===== src/rtl/fsm_seq_ctrl_pkg.sv =====
// Shared types and constants for the pattern-detector sequencing controller.
package fsm_seq_ctrl_pkg;

    typedef enum logic [2:0] {
        IDLE,
        CLR,
        SHIFT,
        DRAIN,
        DONE
    } seqState_e;

    // Width of the optional running hit total.
    localparam int STAT_W = 16;

    // Largest value an unsigned counter of the given width can hold.
    function automatic int cntMax(input int width);
        return (1 << width) - 1;
    endfunction

endpackage


===== src/rtl/fsm_seq_ctrl_piso.sv =====
// Parallel-in / serial-out shift register, MSB presented first.
module fsm_seq_ctrl_piso #(
    parameter int DATA_W = 8
) (
    input  logic              clk_i,
    input  logic              rst_n_i,
    input  logic              load_i,
    input  logic              shift_i,
    input  logic [DATA_W-1:0] word_i,
    output logic              msb_o
);

    logic [DATA_W-1:0] shiftReg_q;

    // Load takes priority so a new word is never lost to a stray shift.
    always_ff @(posedge clk_i or negedge rst_n_i) begin
        if (!rst_n_i) begin
            shiftReg_q <= '0;
        end else if (load_i) begin
            shiftReg_q <= word_i;
        end else if (shift_i) begin
            shiftReg_q <= {shiftReg_q[DATA_W-2:0], 1'b0};
        end
    end

    assign msb_o = shiftReg_q[DATA_W-1];

endmodule


===== src/rtl/fsm_seq_ctrl.sv =====
// Sequencing controller: accepts a host word, clears the detector, shifts the
// word out MSB-first and counts detector hits over the shift + drain window.
// Optional: define FSM_SEQ_CTRL_STAT_EN to add the o_total_hits running total.
module fsm_seq_ctrl
    import fsm_seq_ctrl_pkg::*;
#(
    parameter int DATA_W    = 8,
    parameter int CNT_W     = 4,
    parameter int DRAIN_CYC = 1
) (
    input  logic              i_sys_clk,
    input  logic              i_rst_n,
    input  logic              i_valid,
    input  logic [DATA_W-1:0] i_word,
    output logic              o_ready,
    input  logic              i_abort,
    output logic              o_det_clr,
    output logic              o_bit,
    output logic              o_bit_en,
    input  logic              i_detect,
    output logic [CNT_W-1:0]  o_match_cnt,
`ifdef FSM_SEQ_CTRL_STAT_EN
    output logic [STAT_W-1:0] o_total_hits,
`endif
    output logic              o_done
);

    localparam int               BIT_W      = (DATA_W > 1) ? $clog2(DATA_W) : 1;
    localparam logic [BIT_W-1:0] BIT_LAST   = BIT_W'(DATA_W - 1);
    localparam logic [1:0]       DRAIN_LAST = 2'(DRAIN_CYC - 1);
    localparam logic [CNT_W-1:0] CNT_MAX    = CNT_W'(cntMax(CNT_W));

    seqState_e         state_q;
    logic              ready_q;
    logic              detClr_q;
    logic              bit_q;
    logic              bitEn_q;
    logic              done_q;
    logic [CNT_W-1:0]  matchCnt_q;
    logic [CNT_W-1:0]  hitCnt_q;
    logic [CNT_W-1:0]  hitCnt_d;
    logic [BIT_W-1:0]  bitCnt_q;
    logic [1:0]        drainCnt_q;
    logic              accept;
    logic              emitBit;
    logic              goDone;
    logic              pisoMsb;

    fsm_seq_ctrl_piso #(
        .DATA_W (DATA_W)
    ) u_piso (
        .clk_i   (i_sys_clk),
        .rst_n_i (i_rst_n),
        .load_i  (accept),
        .shift_i (emitBit),
        .word_i  (i_word),
        .msb_o   (pisoMsb)
    );

    // Handshake, bit-emission, completion and saturating hit-count decisions.
    always_comb begin
        accept   = (state_q == IDLE) && i_valid && ready_q;
        emitBit  = !i_abort &&
                   ((state_q == CLR) || ((state_q == SHIFT) && (bitCnt_q != BIT_LAST)));
        goDone   = !i_abort &&
                   (((state_q == SHIFT) && (bitCnt_q == BIT_LAST) && (DRAIN_CYC == 0)) ||
                    ((state_q == DRAIN) && (drainCnt_q == DRAIN_LAST)));
        hitCnt_d = hitCnt_q;
        if (((state_q == SHIFT) || (state_q == DRAIN)) && i_detect && (hitCnt_q != CNT_MAX)) begin
            hitCnt_d = hitCnt_q + 1'b1;
        end
    end

    // Sequencer state, counters and every registered output.
    always_ff @(posedge i_sys_clk or negedge i_rst_n) begin
        if (!i_rst_n) begin
            state_q    <= IDLE;
            ready_q    <= 1'b1;
            detClr_q   <= 1'b0;
            bit_q      <= 1'b0;
            bitEn_q    <= 1'b0;
            done_q     <= 1'b0;
            matchCnt_q <= '0;
            hitCnt_q   <= '0;
            bitCnt_q   <= '0;
            drainCnt_q <= '0;
        end else begin
            detClr_q <= 1'b0;
            done_q   <= 1'b0;
            hitCnt_q <= hitCnt_d;
            bitEn_q  <= emitBit;
            bit_q    <= emitBit ? pisoMsb : 1'b0;
            case (state_q)
                IDLE: begin
                    if (accept) begin
                        state_q  <= CLR;
                        ready_q  <= 1'b0;
                        detClr_q <= 1'b1;
                        hitCnt_q <= '0;
                    end
                end
                CLR: begin
                    if (i_abort) begin
                        state_q <= IDLE;
                        ready_q <= 1'b1;
                    end else begin
                        state_q  <= SHIFT;
                        bitCnt_q <= '0;
                    end
                end
                SHIFT: begin
                    if (i_abort) begin
                        state_q <= IDLE;
                        ready_q <= 1'b1;
                    end else if (bitCnt_q == BIT_LAST) begin
                        state_q    <= (DRAIN_CYC == 0) ? DONE : DRAIN;
                        drainCnt_q <= '0;
                    end else begin
                        bitCnt_q <= bitCnt_q + 1'b1;
                    end
                end
                DRAIN: begin
                    if (i_abort) begin
                        state_q <= IDLE;
                        ready_q <= 1'b1;
                    end else if (drainCnt_q == DRAIN_LAST) begin
                        state_q <= DONE;
                    end else begin
                        drainCnt_q <= drainCnt_q + 2'd1;
                    end
                end
                DONE: begin
                    state_q <= IDLE;
                    ready_q <= 1'b1;
                end
                default: begin
                    state_q <= IDLE;
                    ready_q <= 1'b1;
                end
            endcase
            if (goDone) begin
                done_q     <= 1'b1;
                matchCnt_q <= hitCnt_d;
            end
        end
    end

`ifdef FSM_SEQ_CTRL_STAT_EN
    localparam int SUM_W = STAT_W + 1;

    logic [STAT_W-1:0] totalHits_q;
    logic [SUM_W-1:0]  totalSum;

    assign totalSum = {1'b0, totalHits_q} + SUM_W'(hitCnt_d);

    // Running total of completed-word counts, saturating at all-ones.
    always_ff @(posedge i_sys_clk or negedge i_rst_n) begin
        if (!i_rst_n) begin
            totalHits_q <= '0;
        end else if (goDone) begin
            totalHits_q <= totalSum[STAT_W] ? '1 : totalSum[STAT_W-1:0];
        end
    end

    assign o_total_hits = totalHits_q;
`endif

    assign o_ready     = ready_q;
    assign o_det_clr   = detClr_q;
    assign o_bit       = bit_q;
    assign o_bit_en    = bitEn_q;
    assign o_done      = done_q;
    assign o_match_cnt = matchCnt_q;

endmodule


===== config.mk =====
export PLATFORM = sky130hd
export DESIGN_NAME = fsm_seq_ctrl
export DESIGN_NICKNAME = d
export VERILOG_FILES = /design/src/rtl/fsm_seq_ctrl_pkg.sv /design/src/rtl/fsm_seq_ctrl_piso.sv /design/src/rtl/fsm_seq_ctrl.sv
export SDC_FILE = /design/constraint.sdc
export NUM_CORES = 1
export LEC_CHECK = 0
export CAP_MARGIN = 40
export CORE_MARGIN = 2
export CORE_UTILIZATION = 40
export DETAILED_ROUTE_END_ITERATION = 8
export DONT_BUFFER_PORTS = 1
export SYNTH_ARGS = -nofsm -noshare
export SYNTH_HDL_FRONTEND = slang
export SYNTH_HIERARCHICAL = 1
export SYNTH_SLANG_ARGS = --single-unit

===== constraint.sdc =====
create_clock -name i_sys_clk -period 3.7 [get_ports i_sys_clk]
set_input_delay 0.37 -clock i_sys_clk [delete_from_list [all_inputs] [get_ports i_sys_clk]]
set_output_delay 0.37 -clock i_sys_clk [all_outputs]
set_load 0.005 [all_outputs]

# Word level (Yosys, flattened, before mapping)
# Index checks and enable logic that the tools add are counted.
word_totals:
  ff_bits: 29
  inputBits: 13
  out_inout_bits: 9
  elab_cells: 79
op_classes:
  addsub: 3
  eq_ne: 16
  n_mux: 28
  reduce_logical: 21
op_table:
  columns: ["op", "count"]
  rows:
  - ["3-bit two-way mux", 8]
  - ["8-bit two-way mux", 2]
  - ["4-bit two-way mux", 3]
  - ["2-bit != test, second input constant", 6]
  - ["3-bit case mux with 4 select lines", 1]
  - ["2-bit two-way mux", 5]
  - ["1-bit logical AND", 8]
  - ["3-bit by 2-bit equality test with 1-bit output, second input constant", 2]
  - ["1-bit two-way mux", 6]
  - ["3-bit by 2-bit != test with 1-bit output, second input constant", 2]
  - ["3-bit case mux with 2 select lines", 1]
  - ["2-bit nonzero test", 3]
  - ["5-bit AND reduction", 1]
  - ["4-bit by 1-bit adder with 4-bit output, second input constant", 1]
  - ["2-bit by 1-bit != test with 1-bit output, second input constant", 2]
  - ["4-bit != test, second input constant", 1]
  - ["2-bit case mux with 2 select lines", 1]
  - ["4-bit AND reduction", 1]
  - ["3-bit by 1-bit adder with 3-bit output, second input constant", 1]
  - ["3-bit by 1-bit equality test with 1-bit output, second input constant", 1]
  - ["3-bit equality test, second input constant", 1]
  - ["3-bit zero test", 1]
  - ["3-bit != test, second input constant", 1]
  - ["3-bit AND reduction", 1]
  - ["7 further kinds", 8]

# Longest topological paths before layout
depth:
  ltp_word: 7
  ltp_mapped: 8
  ltp_nobuf: 7

# Hierarchy
# The synthesis kept the hierarchy.
modules_own_cells:
  columns: ["module", "instances", "cells_each", "area_each_um2", "seq_area_each_um2"]
  rows:
  - ["fsm_seq_ctrl", 1, 92, 1002.2, 526.8]
  - ["fsm_seq_ctrl_piso", 1, 34, 369.1, 200.2]

# Worst setup path after synthesis
# OpenSTA, ideal clock, no wires.
synth_path:
  kind: "register to register"
  startpoint: "register bitCnt_q[0]"
  endpoint: "register u_piso.shiftReg_q[1]"
  setup_time_ns: 0.136
  arrival_ns: 1.537
  t_required_ns: 3.564
  setup_slack_ns: 2.027
  stages_incl_launch_ff: 9
  n_path_buf: 1
  period_less_slack_ns: 1.673
  path_cell_list: "dfrtp_1 > ha_1 > ha_1 > nor3b_1 > o21ai_1 > inv_1 > buf_6 > mux2i_1 > o21ai_1"
synth_via:
  elab_chain_len: 5
synth_lines:
  columns: ["element", "line_no", "source"]
  rows:
  - ["from (decl)", "fsm_seq_ctrl.sv:42", "logic [BIT_W-1:0] bitCnt_q;"]
  - ["from (signal assigned)", "fsm_seq_ctrl.sv:119", "bitCnt_q <= bitCnt_q + 1'b1;"]
  - ["3-bit != test", "fsm_seq_ctrl.sv:64", "((state_q == CLR) || ((state_q == SHIFT) && (bitCnt_q != BIT_LAST)));"]
  - ["1-bit logical AND", "fsm_seq_ctrl.sv:64", null]
  - ["1-bit logical OR", "fsm_seq_ctrl.sv:64", null]
  - ["1-bit logical AND", "fsm_seq_ctrl.sv:63", "emitBit = !i_abort &&"]
  - ["net emitBit", "fsm_seq_ctrl.sv:45", "logic emitBit;"]
  - ["2-bit nonzero test (no source line)", null, null]
  - ["to (signal assigned)", "fsm_seq_ctrl_piso.sv:20", "shiftReg_q <= word_i;"]
  - ["to (signal assigned)", "fsm_seq_ctrl_piso.sv:22", "shiftReg_q <= {shiftReg_q[DATA_W-2:0], 1'b0};"]
  - ["to (decl)", "fsm_seq_ctrl_piso.sv:13", "logic [DATA_W-1:0] shiftReg_q;"]
# The timed path passes the listed nets, and every way through them passes these cells.
# A chain may end at the register's enable or synchronous reset.

# Final worst setup path
# Same ends and word-level chain as after synthesis.

==> metrics <==
PostCTS Resize Cnt 0; worst-path cell chain ha_1, ha_1, nor3b_1, o21ai_1, inv_1, mux2i_1, o21ai_1; CTS Root Cell clkbuf_4; DR pass1 iterations 4; final setup fails 0; Worst R2R Path Depth 7; Mapped Area 1370 um2; core area 3310 um2; Synth area leader dfrtp_1; Critical Path Start Type flip-flop; Mapped Cells 126; fin crit share 53.1%; r2r endpoint u_piso/shiftReg_q[1]; sequential cell area fraction in the yosys report 53.0%; CTS tree yes; Final nets 147; ranking of synthesized cells by area dfrtp_1, mux2i_1, ha_1; Final Hold Vio Count 0; hold path depth 1; via count 935; Tmin final 1.96 ns; worst path required time 3.90 ns; run status finished clean; Syn. warnings 6; Worst Path Buf+Inv 1; worst clock skew 0.0113 ns; Total GRT Usage 14.5%; Tightest Pin Transition 0.400 ns; first-pass GRT wire length 4.40 mm; Netlist cell types 36; Clock Path Buffers 2; min-delay worst type input port to flip-flop; ratio of cells with drive above 1 in the final layout 10.8%; GRT Residual Overflow 0; MaxCap Viol Count 0; Post-Syn Nets 143; P_leak 0.000670 uW; maximum operating frequency 0.509 GHz; max-slew violations 0; Initial Util 41.4%; row count 21; Yosys top cell area share 51.1%; Die Height 62.6 um; crit path max fanout 10; setup TNS 0 ns; R2R Path Start bitCnt_q[0]; CTS Buf Count 5; drt via density 5.31; Hold Slack 0.130 ns; hold endpoint state_q[1]; Hold Startpoint i_abort; Area growth syn-to-layout 7.48%; H-tree Lvls 2; critical path data arrival time 2.17 ns; Iter 0 DRT Violations 11; GP Congestion 0.744; Routed WL 2.49 mm; slew margin rel. 72.6%; Die X 62.6 um; Critical Path Start bitCnt_q[0]; pwr/cell area 451 nW/um2; Worst VDD drop 0.000188 V; Worst-path clk slew 0.09 ns; RSZ-0062 raised after global routing false; Die ar. 3910 um2; # diodes 0; slowest stage delay, CP 0.40 ns; final core occ 44.5%; Flop pwr share 59.8%; clock sinks 29; Avg WL per Cell 14.1 um; antenna violations before repair 0; Fillers 333; switching share of power 25.5%; I/O pin cnt 22; Setup CP Type flip-flop to flip-flop; Comb pwr share 11.3%; internal power 495 uW; clk_lat worst skew 0.32 ns; CP max stage cell dfrtp_1; hpwl dp 1.77 mm; Yosys reg bits 29; family with the most delay on the worst path adder cells; r2r setup slk 1.74 ns; Synth Area per Inst 10.9 um2; Clk pwr share 29.0%; NetSw 169 uW; Setup crit end kind flip-flop; pin count of the biggest net entering global routing 30; Final ANT Viol Nets 0; number of buffers added on ports 0; DRC 0; vias in the first global route 974
## state kept, by name, summed over array words and instances (netlist names)
name / flops
bitCnt_q: 3
drainCnt_q: 2
hitCnt_q: 4
o_bit: 1
o_bit_en: 1
o_det_clr: 1
o_done: 1
o_match_cnt: 4
o_ready: 1
state_q: 3
u_piso/shiftReg_q: 8
## power groups by stage
stage | Clock [uW] | Sequential [uW] | Combinational, uW
3_3_place_gp | 0 | 400 | 61.0
2_1_floorplan | 0 | 395 | 54.8
3_5_place_dp | 0 | 403 | 67.9
5_1_grt | 220 | 405 | 92.8
4_1_cts | 203 | 397 | 77.2
6_report | 192 | 397 | 74.8
## cell families (layout without fill, tap and decap cells)
kind of cell             Yosys count  in the layout  synth area share [%]
buffers and inverters             10             14                  4.56
adder cells (fa/ha/maj)            4              4                  3.65
AO/OA/AOI/OAI                     32             32                  14.1
AND/OR/NAND/NOR                   41             41                  17.3
flip-flops                        29             29                  53.0
multiplexers                      10             10                  7.39
## placed cells by master, fill, tap and decap left out, types with 2 or more instances in the layout
cell type,Yosys,routed
a21oi_1,7,7
a22o_1,4,4
a31oi_1,3,3
and2_1,4,4
clkbuf_4,0,5
dfrtp_1,28,28
ha_1,4,4
inv_1,4,4
mux2i_1,9,9
nand2_1,11,11
nand2b_1,4,4
nor2_1,5,5
nor2b_1,2,2
o21ai_0,4,4
o21ai_1,10,10
or2_2,2,2
or3_1,2,2
## area by class of cell
cell class | count | area [um2] | share of cell area (%)
clock buffer | 7 | 55.1 | 3.74
inverter | 4 | 15.0 | 1.02
multi-input combinational | 87 | 582 | 39.5
sequential | 29 | 727 | 49.3
tap | 46 | 57.6 | 3.90
timing repair buffer | 3 | 37.5 | 2.55
## per-layer routing
layer / vias up / GRT usage (%) / wire length (um)
met5: - / 0 / 0
met4: 0 / 5.83 / 21
met3: 2 / 5.59 / 91
met2: 13 / 23.4 / 1280
met1: 470 / 17.4 / 1100
li1: 450 / - / -
## synth_stat cells, drive strengths merged
| master | n |
|---|---|
| dfrtp | 28 |
| clkbuf | 1 |
| nor2 | 5 |
| and2 | 4 |
| buf | 5 |
| a31oi | 3 |
| nand3b | 1 |
| o31ai | 1 |
| a2bb2oi | 1 |
| ha | 4 |
| a21oi | 7 |
| a22o | 4 |
| nor2b | 2 |
| nand3 | 1 |
| nand2 | 11 |
| a2111oi | 1 |
| o22a | 1 |
| dfstp | 1 |
| nor3 | 2 |
| or3b | 2 |
| mux2 | 1 |
| nand2b | 4 |
| and3 | 1 |
| inv | 4 |
| mux2i | 9 |
| and2b | 1 |
| or2 | 2 |
| nor3b | 2 |
| o21ai | 14 |
| or3 | 2 |
| nand4b | 1 |
## what timing repair did
action                    in CTS  in global routing
setup buffers                  0                  0
hold buffers                   2                  0
hold endpoints to repair      29                  0
## worst max path at each step
stage | to | cells after the start | slack [ns]
2_1_floorplan | u_piso/shiftReg_q[1] | 8 | 2.03
3_3_place_gp | u_piso/shiftReg_q[1] | 7 | 1.84
3_5_place_dp | u_piso/shiftReg_q[1] | 7 | 1.73
4_1_cts | u_piso/shiftReg_q[1] | 7 | 1.72
5_1_grt | u_piso/shiftReg_q[6] | 7 | 1.61
6_report | u_piso/shiftReg_q[1] | 7 | 1.74
## through the flow
stage | instances | cell area, um2 | power, uW | setup slack (ns)
after global routing | 176 | 1470 | 717 | 1.61
final | 176 | 1470 | 665 | 1.74
after CTS | 176 | 1470 | 677 | 1.72
after floorplan | 126 | 1370 | 449 | 2.03
after global placement | 167 | 1390 | 461 | 1.84
after detailed placement | 167 | 1390 | 471 | 1.73
Note: power is estimated with default switching activity, not from simulation.
